[src/rtl/uart_cfg_core.sv]
`default_nettype none
// ============================================================================
// Module      : uart_cfg_core
// Description : Full-duplex UART with configurable data width, parity and
//               stop bits. 16x oversampled receiver with false-start
//               rejection, valid/ready byte handshakes on TX and RX, a
//               holding register with per-frame parity/framing flags, a
//               sticky overrun flag, and an internal loopback mode.
// Ports       : clk_i / rst_ni        clock, async active-low reset
//               tx_data_i/tx_valid_i/tx_ready_o   TX byte handshake
//               tx_serial_o / tx_busy_o           TX pin and FSM status
//               rx_serial_i                       async RX pin
//               rx_data_o/rx_valid_o/rx_ready_i   RX byte handshake
//               rx_parity_err_o / rx_frame_err_o  flags of the held frame
//               rx_overrun_o / rx_overrun_clr_i   sticky drop flag + clear
//               rx_busy_o                         RX FSM status
//               loopback_en_i                     route TX line into RX
// Revision    : 1.0 - initial release
// ============================================================================
module uart_cfg_core #(
  parameter int unsigned CLK_FREQ   = 50_000_000,
  parameter int unsigned BAUD_RATE  = 115200,
  parameter int unsigned DATA_WIDTH = 8,
  parameter int unsigned PARITY_EN  = 0,
  parameter int unsigned PARITY_ODD = 0,
  parameter int unsigned STOP_BITS  = 1
) (
  input  logic                  clk_i,
  input  logic                  rst_ni,
  input  logic [DATA_WIDTH-1:0] tx_data_i,
  input  logic                  tx_valid_i,
  output logic                  tx_ready_o,
  output logic                  tx_serial_o,
  output logic                  tx_busy_o,
  input  logic                  rx_serial_i,
  output logic [DATA_WIDTH-1:0] rx_data_o,
  output logic                  rx_valid_o,
  input  logic                  rx_ready_i,
  output logic                  rx_parity_err_o,
  output logic                  rx_frame_err_o,
  output logic                  rx_overrun_o,
  input  logic                  rx_overrun_clr_i,
  output logic                  rx_busy_o,
  input  logic                  loopback_en_i
);

  localparam int unsigned c_div_raw = CLK_FREQ / (BAUD_RATE * 16);
  localparam int unsigned c_div     = (c_div_raw < 1) ? 1 : c_div_raw;
  localparam int unsigned c_tcw     = (c_div > 1) ? $clog2(c_div) : 1;
  localparam logic [3:0]  c_last_data = 4'(DATA_WIDTH - 1);
  localparam logic [3:0]  c_last_stop = 4'(STOP_BITS - 1);
  localparam logic        c_par_odd   = (PARITY_ODD != 0);

  typedef enum logic [2:0] {
    ST_IDLE   = 3'd0,
    ST_START  = 3'd1,
    ST_DATA   = 3'd2,
    ST_PARITY = 3'd3,
    ST_STOP   = 3'd4
  } state_e;

  // --------------------------------------------------------------------------
  // Shared 16x baud tick
  // --------------------------------------------------------------------------
  logic w_tick;

  generate
    if (c_div == 1) begin : g_tick_every_clk
      assign w_tick = 1'b1;
    end else begin : g_tick_div
      logic [c_tcw-1:0] tick_cnt_q;
      always_ff @(posedge clk_i or negedge rst_ni) begin
        if (!rst_ni) begin
          tick_cnt_q <= '0;
        end else if (tick_cnt_q == c_tcw'(c_div - 1)) begin
          tick_cnt_q <= '0;
        end else begin
          tick_cnt_q <= tick_cnt_q + 1'b1;
        end
      end
      assign w_tick = (tick_cnt_q == c_tcw'(c_div - 1));
    end
  endgenerate

  // --------------------------------------------------------------------------
  // Transmitter
  // --------------------------------------------------------------------------
  state_e                tx_state_q;
  logic [3:0]            tx_tick_q;
  logic [3:0]            tx_bit_q;
  logic [DATA_WIDTH-1:0] tx_shift_q;
  logic                  tx_par_q;
  logic                  tx_line_q;   // internal serial line (pre pin mux)
  logic                  tx_ready_q;
  logic                  tx_busy_q;

  always_ff @(posedge clk_i or negedge rst_ni) begin
    if (!rst_ni) begin
      tx_state_q <= ST_IDLE;
      tx_tick_q  <= '0;
      tx_bit_q   <= '0;
      tx_shift_q <= '0;
      tx_par_q   <= 1'b0;
      tx_line_q  <= 1'b1;
      tx_ready_q <= 1'b1;
      tx_busy_q  <= 1'b0;
    end else if (tx_state_q == ST_IDLE) begin
      if (tx_valid_i && tx_ready_q) begin
        tx_shift_q <= tx_data_i;
        tx_par_q   <= (^tx_data_i) ^ c_par_odd;
        tx_line_q  <= 1'b0;
        tx_ready_q <= 1'b0;
        tx_busy_q  <= 1'b1;
        tx_tick_q  <= '0;
        tx_bit_q   <= '0;
        tx_state_q <= ST_START;
      end
    end else if (w_tick) begin
      if (tx_tick_q != 4'd15) begin
        tx_tick_q <= tx_tick_q + 4'd1;
      end else begin
        // Bit time elapsed: advance and drive the next bit on the line
        tx_tick_q <= '0;
        case (tx_state_q)
          ST_START: begin
            tx_state_q <= ST_DATA;
            tx_line_q  <= tx_shift_q[0];
            tx_shift_q <= tx_shift_q >> 1;
          end
          ST_DATA: begin
            if (tx_bit_q == c_last_data) begin
              tx_bit_q <= '0;
              if (PARITY_EN != 0) begin
                tx_state_q <= ST_PARITY;
                tx_line_q  <= tx_par_q;
              end else begin
                tx_state_q <= ST_STOP;
                tx_line_q  <= 1'b1;
              end
            end else begin
              tx_bit_q   <= tx_bit_q + 4'd1;
              tx_line_q  <= tx_shift_q[0];
              tx_shift_q <= tx_shift_q >> 1;
            end
          end
          ST_PARITY: begin
            tx_state_q <= ST_STOP;
            tx_line_q  <= 1'b1;
          end
          ST_STOP: begin
            if (tx_bit_q == c_last_stop) begin
              // Ready reasserts as IDLE is entered, so a waiting word
              // starts its START bit right after this stop bit.
              tx_state_q <= ST_IDLE;
              tx_ready_q <= 1'b1;
              tx_busy_q  <= 1'b0;
            end else begin
              tx_bit_q <= tx_bit_q + 4'd1;
            end
          end
          default: begin
            tx_state_q <= ST_IDLE;
          end
        endcase
      end
    end
  end

  // --------------------------------------------------------------------------
  // Loopback mode register, pin register and RX input synchroniser
  // --------------------------------------------------------------------------
  state_e rx_state_q;
  logic   loop_q;
  logic   tx_pin_q;
  logic   sync1_q;
  logic   sync2_q;
  logic   w_rx_in;

  always_ff @(posedge clk_i or negedge rst_ni) begin
    if (!rst_ni) begin
      loop_q   <= 1'b0;
      tx_pin_q <= 1'b1;
      sync1_q  <= 1'b1;
      sync2_q  <= 1'b1;
    end else begin
      // Mode only changes between frames so neither side sees a torn frame
      if (tx_state_q == ST_IDLE && rx_state_q == ST_IDLE) begin
        loop_q <= loopback_en_i;
      end
      tx_pin_q <= tx_line_q | loop_q;
      sync1_q  <= rx_serial_i;
      sync2_q  <= sync1_q;
    end
  end

  assign w_rx_in = loop_q ? tx_line_q : sync2_q;

  // --------------------------------------------------------------------------
  // Receiver and holding register
  // --------------------------------------------------------------------------
  logic [3:0]            rx_tick_q;
  logic [3:0]            rx_bit_q;
  logic [DATA_WIDTH-1:0] rx_shift_q;
  logic                  rx_perr_q;
  logic                  rx_ferr_q;
  logic [DATA_WIDTH-1:0] rx_data_q;
  logic                  rx_valid_q;
  logic                  rx_perr_hold_q;
  logic                  rx_ferr_hold_q;
  logic                  rx_ovr_q;
  logic                  w_rx_mid;
  logic                  w_rx_done;
  logic                  w_frame_err;
  logic                  w_consume;

  assign w_rx_mid    = w_tick && (rx_tick_q == 4'd15);
  assign w_rx_done   = (rx_state_q == ST_STOP) && w_rx_mid && (rx_bit_q == c_last_stop);
  // Include the final stop sample, which is taken on the completing edge
  assign w_frame_err = rx_ferr_q | ~w_rx_in;
  assign w_consume   = rx_valid_q && rx_ready_i;

  always_ff @(posedge clk_i or negedge rst_ni) begin
    if (!rst_ni) begin
      rx_state_q     <= ST_IDLE;
      rx_tick_q      <= '0;
      rx_bit_q       <= '0;
      rx_shift_q     <= '0;
      rx_perr_q      <= 1'b0;
      rx_ferr_q      <= 1'b0;
      rx_data_q      <= '0;
      rx_valid_q     <= 1'b0;
      rx_perr_hold_q <= 1'b0;
      rx_ferr_hold_q <= 1'b0;
      rx_ovr_q       <= 1'b0;
    end else begin
      case (rx_state_q)
        ST_IDLE: begin
          if (w_tick && !w_rx_in) begin
            rx_state_q <= ST_START;
            rx_tick_q  <= '0;
            rx_perr_q  <= 1'b0;
            rx_ferr_q  <= 1'b0;
          end
        end
        ST_START: begin
          if (w_tick) begin
            if (rx_tick_q == 4'd7) begin
              // Mid start bit: a high level here was only a glitch
              if (w_rx_in) begin
                rx_state_q <= ST_IDLE;
              end else begin
                rx_state_q <= ST_DATA;
                rx_tick_q  <= '0;
                rx_bit_q   <= '0;
              end
            end else begin
              rx_tick_q <= rx_tick_q + 4'd1;
            end
          end
        end
        default: begin
          if (w_tick) begin
            rx_tick_q <= w_rx_mid ? 4'd0 : rx_tick_q + 4'd1;
          end
          if (w_rx_mid) begin
            case (rx_state_q)
              ST_DATA: begin
                rx_shift_q <= {w_rx_in, rx_shift_q[DATA_WIDTH-1:1]};
                if (rx_bit_q == c_last_data) begin
                  rx_bit_q   <= '0;
                  rx_state_q <= (PARITY_EN != 0) ? ST_PARITY : ST_STOP;
                end else begin
                  rx_bit_q <= rx_bit_q + 4'd1;
                end
              end
              ST_PARITY: begin
                rx_perr_q  <= w_rx_in ^ (^rx_shift_q) ^ c_par_odd;
                rx_state_q <= ST_STOP;
              end
              ST_STOP: begin
                if (!w_rx_in) begin
                  rx_ferr_q <= 1'b1;
                end
                if (rx_bit_q == c_last_stop) begin
                  rx_state_q <= ST_IDLE;
                end else begin
                  rx_bit_q <= rx_bit_q + 4'd1;
                end
              end
              default: begin
                rx_state_q <= ST_IDLE;
              end
            endcase
          end
        end
      endcase

      // A consume on the completing edge frees the register for the new frame
      if (w_rx_done && (!rx_valid_q || w_consume)) begin
        rx_data_q      <= rx_shift_q;
        rx_perr_hold_q <= rx_perr_q;
        rx_ferr_hold_q <= w_frame_err;
        rx_valid_q     <= 1'b1;
      end else if (w_consume) begin
        rx_valid_q <= 1'b0;
      end

      if (w_rx_done && rx_valid_q && !rx_ready_i) begin
        rx_ovr_q <= 1'b1;
      end else if (rx_overrun_clr_i) begin
        rx_ovr_q <= 1'b0;
      end
    end
  end

  assign tx_ready_o      = tx_ready_q;
  assign tx_serial_o     = tx_pin_q;
  assign tx_busy_o       = tx_busy_q;
  assign rx_data_o       = rx_data_q;
  assign rx_valid_o      = rx_valid_q;
  assign rx_parity_err_o = rx_perr_hold_q;
  assign rx_frame_err_o  = rx_ferr_hold_q;
  assign rx_overrun_o    = rx_ovr_q;
  assign rx_busy_o       = (rx_state_q != ST_IDLE);

endmodule
`default_nettype wire

[config.mk]
export PLATFORM = sky130hd
export DESIGN_NAME = uart_cfg_core
export DESIGN_NICKNAME = d
export VERILOG_FILES = /design/src/rtl/uart_cfg_core.sv
export SDC_FILE = /design/constraint.sdc
export NUM_CORES = 1
export LEC_CHECK = 0
export CAP_MARGIN = 20
export CORE_MARGIN = 2
export CORE_UTILIZATION = 40
export CTS_CLUSTER_DIAMETER = 150
export DETAILED_ROUTE_END_ITERATION = 7
export SLEW_MARGIN = 20
export SYNTH_ARGS = -nofsm -noshare
export SYNTH_HDL_FRONTEND = slang
export SYNTH_SLANG_ARGS = --single-unit
[constraint.sdc]
create_clock -name clk_i -period 4.9 [get_ports clk_i]
set_input_delay 0.98 -clock clk_i [delete_from_list [all_inputs] [get_ports clk_i]]
set_output_delay 0.98 -clock clk_i [all_outputs]
set_load 0.005 [all_outputs]
==> results.json <==
{
  "cts_tree": "done",
  "final_common_cell": "dfrtp_1",
  "finClkSkew_ps": 13.17,
  "yosys_most_used_dff": "dfrtp_1",
  "cts-root-buf": "clkbuf_8",
  "wl_per_cell_um": 13.20,
  "cts-resized-gates": 0,
  "finalSetupTns_ps": 0,
  "cts_setup_buffers": 0,
  "insertion_delay_ps": 340,
  "ir_worst_vdd_mv": 0.1781,
  "first_iter_violations": 136,
  "drtAntennaViolNets": 0,
  "rows": 32,
  "fp.dieArea_um2": 8631,
  "nets": 361,
  "htree_levels": 3,
  "postRouteWirelength_um": 5876,
  "synth_edf_count": 0,
  "hold_path.class": "reg2reg",
  "status": "finished clean",
  "syn_area_per_cell_um2": 10.27,
  "drc": 0,
  "path_class": "reg2out",
  "clk_pin_slew_ps": 70,
  "placed_cells": 429,
  "worst_ep_arrival_time_ps": 1990,
  "cts_hold_buf": 0,
  "netlist_area_um2": 3162,
  "track_usage_pct": 15.14,
  "rsz0062_at_grt": "false",
  "grt_pass1_wl_um": 10360,
  "hpwlAfterDp_um": 4123,
  "initial_core_util_pct": 41.13,
  "setup_viol": 0,
  "cts_buffer_depth": 2,
  "finalHoldViolations": 0,
  "relSlewSlack_pct": 46.75,
  "finalCritPeriodShare_pct": 60.55,
  "port_buffers": 30,
  "slew_viol_final": 0,
  "ys_types": 49,
  "ys_warn_count": 0,
  "grt_pass1_vias": 2176,
  "fillers": 756,
  "seq_area_frac_synth_pct": 50.85,
  "grt_overflow": 0,
  "powerDensity_nw_per_um2": 377.2,
  "diodes": 0,
  "synth_fp_nets": 331,
  "dieHeight_um": 92.91,
  "period_minus_slack_ps": 2967,
  "clock_sinks": 64,
  "synthArstFlopShare_pct": 100.0,
  "place_congestion": 0.7874,
  "final_cell_mix": "dfrtp_1 (59), nand2_1 (34), clkdlybuf4s50_1 (29), nor2_1 (28), o21ai_0 (27)",
  "firstDrtPassIters": 4,
  "max_clock_freq_mhz": 337.0,
  "drive_gt1_share_pct": 15.16,
  "p_leak_nw": 1.640,
  "max_cap_violations": 0,
  "areaGrowthSynthToFinish_pct": 17.85,
  "ys_ff_latch": 64,
  "cp_max_fo": 11,
  "coreArea_um2": 7687,
  "cp.required_ps": 3920,
  "end_kind": "output pin",
  "worstMarginPinSlew_ps": 798.8,
  "antenna_found_initial": 0,
  "vias": 2314,
  "io_pins": 31,
  "start_kind": "flip-flop",
  "finalNonFillerCells": 445,
  "cts_made_buffers": 9,
  "syn_inst": 308,
  "die_w_um": 92.91,
  "avgViaCountPerCell": 5.200,
  "grt_max_degree": 37,
  "rrSetupSlack_ps": 2170
}
synth_stat cells, types with 2 or more instances:
master    count  share of area [%]
ha_1          8                3.2
o22ai_1       3               0.59
a21boi_0      3               0.71
xnor2_1       6                1.7
o21ai_0      27                4.3
nand2_1      34                4.0
and3_1        2               0.40
a22o_1        2               0.55
a21o_1        5                1.2
a31oi_1      10                2.0
nand3b_1      4               0.95
dfstp_2       5                4.2
xor2_1        2               0.55
inv_1        13                1.5
nor3b_1       4               0.95
dfrtp_1      59                 47
nor3_1        7                1.1
a21oi_1       6               0.95
clkbuf_1      8               0.95
buf_2         3               0.47
nand2b_1      3               0.59
nand3_1      15                2.4
mux2i_1       4                1.3
nor2_1       28                3.3
mux2_2       23                8.2
registers in the layout, summed over array words and instances (netlist names), 3 cells and up:
signal,count
rx_tick_q,4
rx_bit_q,4
tx_shift_q,8
g_tick_div.tick_cnt_q,5
tx_tick_q,4
tx_bit_q,4
rx_shift_q,8
rx_state_q,3
tx_state_q,3
rx_data_o,8
metal layers:
layer	global-route usage [%]	part of all wire [%]	up-vias
met5	0	0	-
met2	21.98	44	36
met1	21.77	52	1122
li1	-	-	1148
met3	2.766	2.5	8
met4	7.353	1.7	0
critical path, cell delays in order (launching register included):
cell,delay (ps)
dfrtp_1,490
nor3_1,570
inv_1,120
clkdlybuf4s50_1,470
report_power, final:
part	total [mW]	internal [mW]	switching (mW)
logic	0.324	0.158	0.165
registers	0.676	0.600	0.0754
clock network	0.406	0.187	0.219
path summary, 6_finish.rpt:
| path | startpoint | endpoint | cells after the start |
|---|---|---|---|
| max | rx_state_q[1] | rx_busy_o | 3 |
| min | sync1_q | sync2_q | 0 |
| max reg2reg | tx_state_q[2] | tx_bit_q[3] | 5 |
| min reg2reg | sync1_q | sync2_q | 0 |
| max in group asynchronous | rst_ni | tx_line_q | 2 |
| min in group asynchronous | rst_ni | tx_bit_q[0] | 1 |
logic make-up after synthesis:
kind of cell / after synthesis / synth area share, %
flops: 64 / 50.85
buf+inv: 26 / 3.482
fa+ha+maj: 8 / 3.166
xor+xnor: 9 / 2.928
compound gates: 65 / 12.62
simple gates: 109 / 17.49
mux: 27 / 9.458
area by class of cell:
class / count / area, µm² / area share [%]
inverter: 13 / 48.80 / 1.310
clock buffer: 9 / 123.9 / 3.324
timing repair buffer: 32 / 310.3 / 8.328
clock inverter: 7 / 55.05 / 1.478
multi-input combinational: 218 / 1453 / 38.99
sequential: 64 / 1608 / 43.15
tap: 102 / 127.6 / 3.425
through the flow:
stage,instance area [µm²],power [mW],hold WS (ps),util [%],setup slack (ps)
4_1_cts,3717,1.425,364.9,48.36,1910
5_1_grt,3726,1.505,369.2,48.47,1740
6_report,3726,1.406,365.0,48.47,1933
3_3_place_gp,3538,1.003,346.5,46.03,1678
3_5_place_dp,3538,1.009,353.9,46.03,1634
2_1_floorplan,3162,0.9009,345.2,-,2249
Note: power is estimated with default switching activity, not from simulation.
